===== config.mk =====
export PLATFORM = sky130hd
export DESIGN_NAME = i2c_sensor_scheduler
export DESIGN_NICKNAME = d
export VERILOG_FILES = /design/src/rtl/i2c_sched_pkg.sv /design/src/rtl/i2c_sensor_scheduler_rr_arbiter3.sv /design/src/rtl/i2c_sensor_scheduler.sv
export SDC_FILE = /design/constraint.sdc
export NUM_CORES = 1
export LEC_CHECK = 0
export CAP_MARGIN = 5
export CORE_MARGIN = 2
export CORE_UTILIZATION = 40
export DETAILED_ROUTE_END_ITERATION = 10
export HOLD_SLACK_MARGIN = 0.1
export PLACE_DENSITY = 0.69
export SYNTH_ARGS = -nofsm -noshare
export SYNTH_HDL_FRONTEND = slang
export SYNTH_SLANG_ARGS = --single-unit
export TNS_END_PERCENT = 20

===== constraint.sdc =====
create_clock -name clk -period 4.1 [get_ports clk]
set_clock_uncertainty 0.1 [all_clocks]
set_input_delay 0.82 -clock clk [delete_from_list [all_inputs] [get_ports clk]]
set_output_delay 0.82 -clock clk [all_outputs]
set_load 0.05 [all_outputs]

===== src/rtl/i2c_sched_pkg.sv =====
// Shared types and constants for the I2C sensor scheduler: FSM encoding,
// packet field widths and the fixed per-slot sensor table.
package i2c_sched_pkg;

    typedef enum logic [1:0] {
        IDLE    = 2'd0,
        ISSUE   = 2'd1,
        COLLECT = 2'd2,
        EMIT    = 2'd3
    } state_t;

    localparam int PAYLOAD_W = 48;
    localparam int TS_W      = 24;
    localparam int ID_W      = 8;
    localparam int PKT_W     = PAYLOAD_W + TS_W + ID_W;
    localparam int MAX_SLOTS = 3;

    typedef struct packed {
        logic [6:0] dev_addr;
        logic [7:0] reg_addr;
        logic [2:0] len;
        logic [7:0] id;
    } slot_cfg_t;

    function automatic slot_cfg_t slot_cfg(input logic [1:0] idx);
        slot_cfg_t cfg;
        case (idx)
            2'd0:    cfg = '{dev_addr: 7'h1E, reg_addr: 8'h03, len: 3'd6, id: 8'h4D};
            2'd1:    cfg = '{dev_addr: 7'h77, reg_addr: 8'hF7, len: 3'd6, id: 8'h42};
            2'd2:    cfg = '{dev_addr: 7'h68, reg_addr: 8'h3B, len: 3'd6, id: 8'h41};
            default: cfg = '0;
        endcase
        return cfg;
    endfunction

endpackage


===== src/rtl/i2c_sensor_scheduler_rr_arbiter3.sv =====
// Three-way round-robin arbiter: picks the first pending slot at or after ptr,
// wrapping around. Purely combinational.
module rr_arbiter3 (
    input  logic [2:0] pending,
    input  logic [1:0] ptr,
    output logic [2:0] grant,
    output logic [1:0] grant_idx
);

    logic [1:0] cand_idx [3];

    generate
        for (genvar gi = 0; gi < 3; gi++) begin : g_cand
            logic [2:0] sum;
            assign sum          = {1'b0, ptr} + 3'(gi);
            assign cand_idx[gi] = (sum >= 3'd3) ? 2'(sum - 3'd3) : sum[1:0];
        end
    endgenerate

    // Walk offsets from farthest to nearest so the nearest pending slot wins.
    always_comb begin
        grant_idx = 2'd0;
        for (int i = 2; i >= 0; i--) begin
            if (pending[cand_idx[i]]) begin
                grant_idx = cand_idx[i];
            end
        end
        grant = (|pending) ? (3'b001 << grant_idx) : 3'b000;
    end

endmodule


===== src/rtl/i2c_sensor_scheduler.sv =====
// Periodic I2C sensor scheduler: round-robin reads of up to three sensors,
// packetised as {payload, timestamp, id}. Optional watchdog: I2C_SCHED_TIMEOUT_EN.
module i2c_sensor_scheduler
    import i2c_sched_pkg::*;
#(
    parameter int NUM_SLOTS      = 3,
    parameter int PERIOD_CYCLES  = 100000,
    parameter int MAX_RETRY      = 2,
    parameter int TIMEOUT_CYCLES = 4096
) (
    input  logic                 clk,
    input  logic                 rst,
    input  logic                 enable,
    input  logic [TS_W-1:0]      timestamp,
    output logic                 cmd_valid,
    input  logic                 cmd_ready,
    output logic [6:0]           cmd_dev_addr,
    output logic [7:0]           cmd_reg_addr,
    output logic [2:0]           cmd_len,
    input  logic                 rd_valid,
    input  logic [7:0]           rd_data,
    input  logic                 xfer_done,
    input  logic                 xfer_nack,
    output logic                 pkt_valid,
    input  logic                 pkt_ready,
    output logic [PKT_W-1:0]     pkt_data,
    output logic                 busy,
    output logic [7:0]           err_count
);

    localparam int PER_W = (PERIOD_CYCLES > 1) ? $clog2(PERIOD_CYCLES) : 1;
    localparam logic [2:0] SLOT_MASK = 3'((1 << NUM_SLOTS) - 1);

    state_t                 state_reg, state_next;
    logic [PER_W-1:0]       period_cnt_reg;
    logic                   period_wrap;
    logic [2:0]             pending_reg, pending_next;
    logic [1:0]             ptr_reg, ptr_next;
    logic [1:0]             grant_reg;
    logic [7:0]             retry_reg;
    logic [2:0]             byte_idx_reg;
    logic [2:0]             byte_idx_eff;
    logic [TS_W-1:0]        ts_reg;
    logic [ID_W-1:0]        slot_id_reg;
    logic [7:0]             payload_bytes [6];
    logic [PAYLOAD_W-1:0]   payload_flat;

    logic [2:0]             arb_grant;
    logic [1:0]             arb_idx;
    slot_cfg_t              arb_cfg;

    logic grant_load, issue_hs, store, fail, retry_go, drop, emit_hs;
    logic short_read, timeout_hit;

    rr_arbiter3 u_arb (
        .pending   (pending_reg),
        .ptr       (ptr_reg),
        .grant     (arb_grant),
        .grant_idx (arb_idx)
    );

    assign arb_cfg      = slot_cfg(arb_idx);
    assign period_wrap  = (period_cnt_reg == PER_W'(PERIOD_CYCLES - 1));
    assign store        = (state_reg == COLLECT) && rd_valid && (byte_idx_reg < cmd_len);
    assign byte_idx_eff = byte_idx_reg + {2'b00, store};
    assign short_read   = (byte_idx_eff != cmd_len);
    assign ptr_next     = (int'(grant_reg) + 1 >= NUM_SLOTS) ? 2'd0 : grant_reg + 2'd1;

`ifdef I2C_SCHED_TIMEOUT_EN
    localparam int TO_W = $clog2(TIMEOUT_CYCLES + 1);
    logic [TO_W-1:0] to_cnt_reg;

    assign timeout_hit = ((state_reg == ISSUE) || (state_reg == COLLECT)) &&
                         (to_cnt_reg == TO_W'(TIMEOUT_CYCLES - 1));

    always_ff @(posedge clk) begin
        if (rst) begin
            to_cnt_reg <= '0;
        end else if (grant_load || retry_go) begin
            to_cnt_reg <= '0;
        end else if ((state_reg == ISSUE) || (state_reg == COLLECT)) begin
            to_cnt_reg <= to_cnt_reg + 1'b1;
        end
    end
`else
    // Watchdog compiled out: the FSM waits indefinitely on the master.
    assign timeout_hit = 1'b0 && (TIMEOUT_CYCLES > 0);
`endif

    always_ff @(posedge clk) begin
        if (rst) begin
            state_reg <= IDLE;
        end else begin
            state_reg <= state_next;
        end
    end

    always_comb begin
        state_next = state_reg;
        cmd_valid  = 1'b0;
        pkt_valid  = 1'b0;
        grant_load = 1'b0;
        issue_hs   = 1'b0;
        fail       = 1'b0;
        retry_go   = 1'b0;
        drop       = 1'b0;
        emit_hs    = 1'b0;
        case (state_reg)
            IDLE: begin
                if (|arb_grant) begin
                    grant_load = 1'b1;
                    state_next = ISSUE;
                end
            end
            ISSUE: begin
                cmd_valid = 1'b1;
                if (cmd_ready) begin
                    issue_hs   = 1'b1;
                    state_next = COLLECT;
                end else if (timeout_hit) begin
                    fail = 1'b1;
                end
            end
            COLLECT: begin
                if (timeout_hit || (xfer_done && (xfer_nack || short_read))) begin
                    fail = 1'b1;
                end else if (xfer_done) begin
                    state_next = EMIT;
                end
            end
            EMIT: begin
                pkt_valid = 1'b1;
                if (pkt_ready) begin
                    emit_hs    = 1'b1;
                    state_next = IDLE;
                end
            end
            default: state_next = IDLE;
        endcase
        if (fail) begin
            if (int'(retry_reg) < MAX_RETRY) begin
                retry_go   = 1'b1;
                state_next = ISSUE;
            end else begin
                drop       = 1'b1;
                state_next = IDLE;
            end
        end
    end

    // A wrap landing on the same cycle as a completion re-arms the slot for the new round.
    always_comb begin
        pending_next = pending_reg;
        if (drop || emit_hs) begin
            pending_next[grant_reg] = 1'b0;
        end
        if (period_wrap && enable) begin
            pending_next = pending_next | SLOT_MASK;
        end
    end

    always_ff @(posedge clk) begin
        if (rst) begin
            period_cnt_reg <= '0;
            pending_reg    <= '0;
            ptr_reg        <= '0;
            grant_reg      <= '0;
            retry_reg      <= '0;
            byte_idx_reg   <= '0;
            ts_reg         <= '0;
            slot_id_reg    <= '0;
            cmd_dev_addr   <= '0;
            cmd_reg_addr   <= '0;
            cmd_len        <= '0;
            err_count      <= '0;
        end else begin
            period_cnt_reg <= period_wrap ? '0 : period_cnt_reg + 1'b1;
            pending_reg    <= pending_next;
            if (grant_load) begin
                grant_reg    <= arb_idx;
                retry_reg    <= '0;
                cmd_dev_addr <= arb_cfg.dev_addr;
                cmd_reg_addr <= arb_cfg.reg_addr;
                cmd_len      <= arb_cfg.len;
                slot_id_reg  <= arb_cfg.id;
            end
            if (issue_hs) begin
                ts_reg       <= timestamp;
                byte_idx_reg <= '0;
            end
            if (store) begin
                byte_idx_reg <= byte_idx_eff;
            end
            if (retry_go) begin
                retry_reg <= retry_reg + 8'd1;
            end
            if (drop) begin
                ptr_reg <= ptr_next;
                if (err_count != 8'hFF) begin
                    err_count <= err_count + 8'd1;
                end
            end
            if (emit_hs) begin
                ptr_reg <= ptr_next;
            end
        end
    end

    // Byte k of the read lands in payload[47-8k -: 8]; a retry or new grant wipes it.
    generate
        for (genvar gi = 0; gi < 6; gi++) begin : g_payload
            always_ff @(posedge clk) begin
                if (rst) begin
                    payload_bytes[gi] <= '0;
                end else if (grant_load || retry_go) begin
                    payload_bytes[gi] <= '0;
                end else if (store && (byte_idx_reg == 3'(gi))) begin
                    payload_bytes[gi] <= rd_data;
                end
            end
            assign payload_flat[PAYLOAD_W-1-8*gi -: 8] = payload_bytes[gi];
        end
    endgenerate

    assign pkt_data = {payload_flat, ts_reg, slot_id_reg};
    assign busy     = (state_reg != IDLE);

endmodule


==> results of run 1 <==
-- worst max-delay path: stages (launching register included) --
cell	delay [ps]
dfxtp_1	350
inv_1	50
ha_1	340
or3b_2	450
a21oi_1	160
o21a_1	210
inv_1	80
ha_1	230
nor3_1	320
nor3_1	150
a311oi_2	250
buf_4	230
o21ai_0	410
-- power by group through the flow --
stage / sequential, W / combinational, W / clock [W]
finish: 0.00131 / 0.000220 / 0.00157
global route: 0.00132 / 0.000229 / 0.00165
CTS: 0.00131 / 0.000221 / 0.00159
detailed placement: 0.00134 / 0.000220 / 0
global placement: 0.00134 / 0.000218 / 0
floorplan: 0.00142 / 0.0000417 / 0
-- routing by layer --
layer  share of wire (%)  vias to the layer above
met4                 1.6                        0
met3                 5.6                       20
met5                   0                        -
met1                  42                     2072
met2                  51                      132
li1                    -                     2110
-- metrics by stage --
step | hold slack, ps | total power [W] | utilization, %
floorplan | 326 | 0.00146 | -
global placement | 339 | 0.00156 | 51.8
detailed placement | 347 | 0.00156 | 51.8
CTS | 355 | 0.00313 | 56.6
global route | 376 | 0.00319 | 56.6
finish | 353 | 0.00311 | 56.6
-- cells by family after synthesis --
kind of cell	after synthesis	share of synthesized area (%)
and+or+nand+nor	245	21.4
DFF	124	56.0
AOI/OAI and AO/OA	79	8.65
buffers and inverters	59	5.79
xor gates and xnor gates	18	3.12
adders and majority gates	17	4.02
muxes	4	1.02
other	1	0.0708
-- path summary, 6_finish.rpt --
path	end	slack [ps]	cells after the start
hold / removal	ts_reg[13]	350	2
hold reg to reg	ts_reg[13]	350	2
setup reg to reg	payload_bytes[3][3]	360	12
setup / recovery	payload_bytes[3][3]	360	12
-- final cells by class --
type	count	share of cell area (%)
flip-flops and latches	124	40.0
multi-input cells	367	27.5
repair buffers	151	20.1
clock buffers	21	5.95
well taps	176	2.98
clock inverters	11	2.37
inverters	20	1.01
-- repair_timing --
action / CTS / global route
endpoints found under the hold margin: 0 / 0
setup buffers: 0 / 0
resized for setup: 0 / 2
setup endpoints to repair: 0 / 16
-- placed cells by master (no fill, tap or decap), types with 5 or more instances in the layout --
master           count
clkdlybuf4s50_1    143
nand2_1             91
nor2_1              85
dfxtp_1             76
a21oi_1             50
edfxtp_1            48
inv_1               20
ha_1                17
clkbuf_16           17
o21ai_0             10
xnor2_1             10
nor3_1               9
and2_1               9
nand3_1              8
xor2_1               7
buf_4                7
nand4_1              6
or3_1                6
and4_1               6
bufinv_16            5
==> impl_metrics.csv, run 1 <==
group,metric,value,unit
global_routing,grt_pass1_wl,21000,um
cells_and_area,multiInputGateArea,2040,um2
timing,final.setup.worst_slack,358,ps
placed_design,dp_cells,838,
setup_path,end_kind,"flip-flop",
global_routing,grt.total_usage,18.9,%
placed_design,gp_congestion,0.860,
setup_path,crit_path_start,"ptr_reg[0]",
cells_and_area,areaGrowthSynthToFinish,39.7,%
synth,synthTopCellsByCount,"91 x nand2_1, 85 x nor2_1, 76 x dfxtp_1",
power_and_ir_drop,p_leak,2.60,nW
global_routing,grt-busiest-layer,"met2",
min_path,hp-start,"ts_reg[13]",
synth,synthTopCellsByArea,"dfxtp_1 29%, edfxtp_1 27%, nand2_1 6.5%, nor2_1 6.0%, a21oi_1 4.7%",
synth,synth-warning-count,0,
drt,wl,13000,um
global_routing,use_met2,31.9,%
synth,synth.avg_cell_area,9.68,um2
die,coreArea,13100,um2
cells_and_area,drive_above_1_share,6.20,%
placed_design,pre_cts_ws,150,ps
drt,vias,4334,
global_routing,grt_pass1_vias,4280,
clock_network,cts_root_buf,"clkbuf_16",
drt,drt_first_pass_iters,5,
global_routing,grt_start_max_net_pins,46,
die,dieHeight,119,um
synth,synth.distinct_cells,50,
synth,synth.top_cell.area_share,28.7,%
placed_design,dp_hpwl,9430,um
synth,synth_edf_count,48,
timing,hold_viol,0,
setup_path,critPathKind,"flip-flop to flip-flop",
synth,seq_area_frac_synth,56.0,%
cells_and_area,largest_register_ffs,48,
synth,syn-cell-area,5300,um2
power_and_ir_drop,ir_worst_vdd,269,uV
global_routing,use_met1,22.5,%
timing,fin_crit_sh,91.3,%
power_and_ir_drop,intPower,0.00245,W
run,maxCapViolCount,0,
cells_and_area,seq_area,2960,um2
setup_path,setup.worst_path.start_class,"flip-flop",
drt,post_drt_wl_per_cell,15.0,um
drt,ant_nets,0,
cells_and_area,diodes,0,
power_and_ir_drop,p_sw_share,21.2,%
global_routing,antenna_found_initial,0,
power_and_ir_drop,pwr-share-clk,50.6,%
clock_network,clkLatencyLatePin,410,ps
synth,synth_largest_area_cell,"dfxtp_1",
placed_design,io_buffers,144,
setup_path,crit_path_max_fanout,12,
synth,postSynthCellCount,547,
cells_and_area,fin_area,7400,um2
timing,worst_pin_slew,1100,ps
synth,ys_ff_latch,124,
synth,synthFlopType,"dfxtp_1",
power_and_ir_drop,pwr-share-seq,42.3,%
timing,setup_viol,0,
setup_path,cp.arrival,3650,ps
timing,rsz0062_at_grt,"no",
synth,synth_most_common_cell,"nand2_1",
status,status,"completed",
timing,tns,0,ps
global_routing,overflow,0,
timing,fmax,267,MHz
cells_and_area,fillCellCount,1110,
die,start_util,40.5,%
power_and_ir_drop,p_per_area,420,nW/um2
die,die_w,119,um
clock_network,cts_tree,"done",
setup_path,regToRegStartpoint,"ptr_reg[0]",
clock_network,cts_buffer_depth,2,
clock_network,cts_htree_levels,4,
drt,drc,0,
synth,async_flop_share,0,%
timing,fin_crit,3740,ps
global_routing,grt_use_met3,5.17,%
die,core.rowCount,42,
timing,relSlewSlack,26.2,%
power_and_ir_drop,combPwrFrac,7.1,%
die,die-area,14200,um2
cells_and_area,final_cell_count_no_fill,870,
setup_path,cp.required,4010,ps
power_and_ir_drop,p_switching,0.000657,W
drt,vias_per_cell,4.98,
drt,initialDrtViolationCount,352,
clock_network,cts_hold_buf,0,
clock_network,numCtsBuffers,17,
timing,maxSlewViolCount,0,
min_path,hold_class,"flip-flop to flip-flop",
clock_network,cts.sinks,124,
clock_network,path_clk_slew,50,ps
cells_and_area,nets,738,
placed_design,place_area,6780,um2
die,io_pins,149,
Note: power is estimated with default switching activity, not from simulation.
==> run 2: changes to the inputs <==
PLACE_DENSITY = 0.67   (was 0.69)
RECOVER_POWER = 100   (was default)
==> run 2 against run 1 <==
Net effect:
- flip-flop and latch count is the same
- clock power shrank 6%
- critical endpoint is now err_count[7]
- highest routed layer unchanged
- hold slack worse by 4.9 ps
- sequential share of layout area is 0.31 points higher
==> impl_metrics.csv, run 2 (same netlist as run 1, synthesis figures left out) <==
group,metric,value,unit
clock_network,cts_setup_buffers,0,
timing,relSlewSlack,29.4,%
global_routing,antenna_found_initial,0,
die,start_util,40.5,%
power_and_ir_drop,pwr-share-seq,43.8,%
timing,tns,0,ps
global_routing,grt_start_max_net_pins,58,
clock_network,cts_root_buf,"clkbuf_16",
setup_path,cp.required,4340,ps
drt,initialDrtViolationCount,342,
die,io_pins,149,
run,maxCapViolCount,0,
drt,drc,0,
setup_path,crit_path_max_fanout,10,
min_path,hold_class,"flip-flop to flip-flop",
clock_network,clkLatencyLatePin,410,ps
drt,vias_per_cell,4.96,
power_and_ir_drop,p_leak,2.78,nW
power_and_ir_drop,p_switching,0.000678,W
power_and_ir_drop,intPower,0.00232,W
die,core.rowCount,42,
power_and_ir_drop,pwr-share-clk,49.2,%
power_and_ir_drop,combPwrFrac,7.0,%
cells_and_area,final_core_util,56.1,%
timing,maxSlewViolCount,0,
power_and_ir_drop,p_per_area,408,nW/um2
global_routing,grt_pass1_vias,4266,
drt,drt_first_pass_iters,6,
timing,fmax,268,MHz
timing,rsz0062_at_grt,"no",
cells_and_area,nets,739,
global_routing,grt.total_usage,18.9,%
cells_and_area,areaGrowthSynthToFinish,38.7,%
setup_path,end_kind,"flip-flop",
power_and_ir_drop,p_sw_share,22.6,%
drt,wl,12900,um
die,die-area,14200,um2
placed_design,dp_hpwl,9450,um
status,status,"completed",
clock_network,cts_hold_buf,0,
timing,fin_crit_sh,91.2,%
timing,fin_crit,3740,ps
die,coreArea,13100,um2
cells_and_area,drive_above_1_share,6.33,%
cells_and_area,layout_commonest_cell,"dlygate4sd3_1",
global_routing,overflow,0,
cells_and_area,largest_register_ffs,48,
clock_network,cts_htree_levels,4,
placed_design,gp_congestion,0.785,
timing,hold_ws,348,ps
clock_network,postCtsResizedCells,0,
drt,ant_nets,0,
clock_network,cts_tree,"done",
setup_path,setup.worst_path.start_class,"primary input",
cells_and_area,seq_area,2960,um2
cells_and_area,fillCellCount,1154,
cells_and_area,diodes,0,
cells_and_area,multiInputGateArea,2020,um2
clock_network,cts.sinks,124,
clock_network,path_clk_slew,50,ps
die,dieHeight,119,um
timing,worst_pin_slew,1050,ps
clock_network,cts_buffer_depth,2,
timing,hold_viol,0,
drt,post_drt_wl_per_cell,14.8,um
global_routing,grt_pass1_wl,20900,um
setup_path,cp.arrival,3970,ps
placed_design,io_buffers,144,
power_and_ir_drop,ir_worst_vdd,259,uV
setup_path,critPathKind,"primary input to flip-flop",
timing,setup_viol,0,
die,die_w,119,um
drt,vias,4317,
clock_network,numCtsBuffers,17,
cells_and_area,layout_common_cells,"107 x dlygate4sd3_1, 92 x nand2_1, 85 x nor2_1",
run 2: cell count changes in the layout (fill, tap and decap cells not counted), moves of 2 or more:
| cell | before | now |
|---|---|---|
| clkdlybuf4s50_1 | 143 | 36 |
| dlygate4sd3_1 | 0 | 107 |
| and2_0 | 0 | 4 |
| and2_1 | 9 | 5 |
| clkinv_1 | 4 | 0 |
| clkinv_2 | 2 | 6 |
| clkinvlp_4 | 0 | 4 |
| buf_4 | 7 | 5 |
| bufinv_16 | 5 | 3 |
| o21ai_0 | 10 | 12 |
| o21ai_1 | 2 | 0 |
run 2: cell type report:
cell class,count,area share (%)
clock inverters,13,2.04
clock buffers,19,5.90
well taps,176,3.00
multi-input cells,367,27.5
flip-flops and latches,124,40.3
inverters,20,1.02
repair buffers,152,20.2
run 2: metal layers:
layer | track usage, % | up-vias | routed length [um]
li1 | - | 2110 | -
met4 | 8.04 | 0 | 212
met3 | 5.36 | 16 | 655
met1 | 22.0 | 2076 | 5340
met2 | 32.5 | 115 | 6650
met5 | 0 | - | 0
run 2: metrics by stage:
stage / std cells / instance area [um2] / total power (W) / setup WS (ps)
after floorplan: 550 / 5310 / 0.00146 / 291
after global placement: 839 / 6790 / 0.00156 / 268
after detailed placement: 839 / 6790 / 0.00156 / 144
after CTS: 871 / 7370 / 0.00304 / 380
after global routing: 871 / 7340 / 0.00310 / 107
final: 871 / 7340 / 0.00300 / 362
run 2: worst max-delay path, cell delays in order:
cell	delay, ps
dlygate4sd3_1	570
nand3b_1	150
a21oi_1	220
clkbuf_1	230
ha_1	270
and4b_1	230
mux2i_4	170
clkbuf_1	310
nand3_1	350
or4_1	500
a21oi_1	150
run 2: power by group through the flow:
stage	clock network (W)	logic, W	registers (W)
floorplan	0	0.0000417	0.00142
global placement	0	0.000218	0.00134
detailed placement	0	0.000220	0.00134
CTS	0.00150	0.000221	0.00131
global route	0.00157	0.000219	0.00132
finish	0.00147	0.000210	0.00131
run 2: final timing paths:
path	startpoint	to	slack, ps	depth (start not counted)
worst max register to register	ptr_reg[0]	payload_bytes[4][3]	410	12
worst min register to register	ts_reg[1]	ts_reg[1]	350	2
worst min-delay path	ts_reg[1]	ts_reg[1]	350	2
worst max-delay path	rd_valid	err_count[7]	360	11
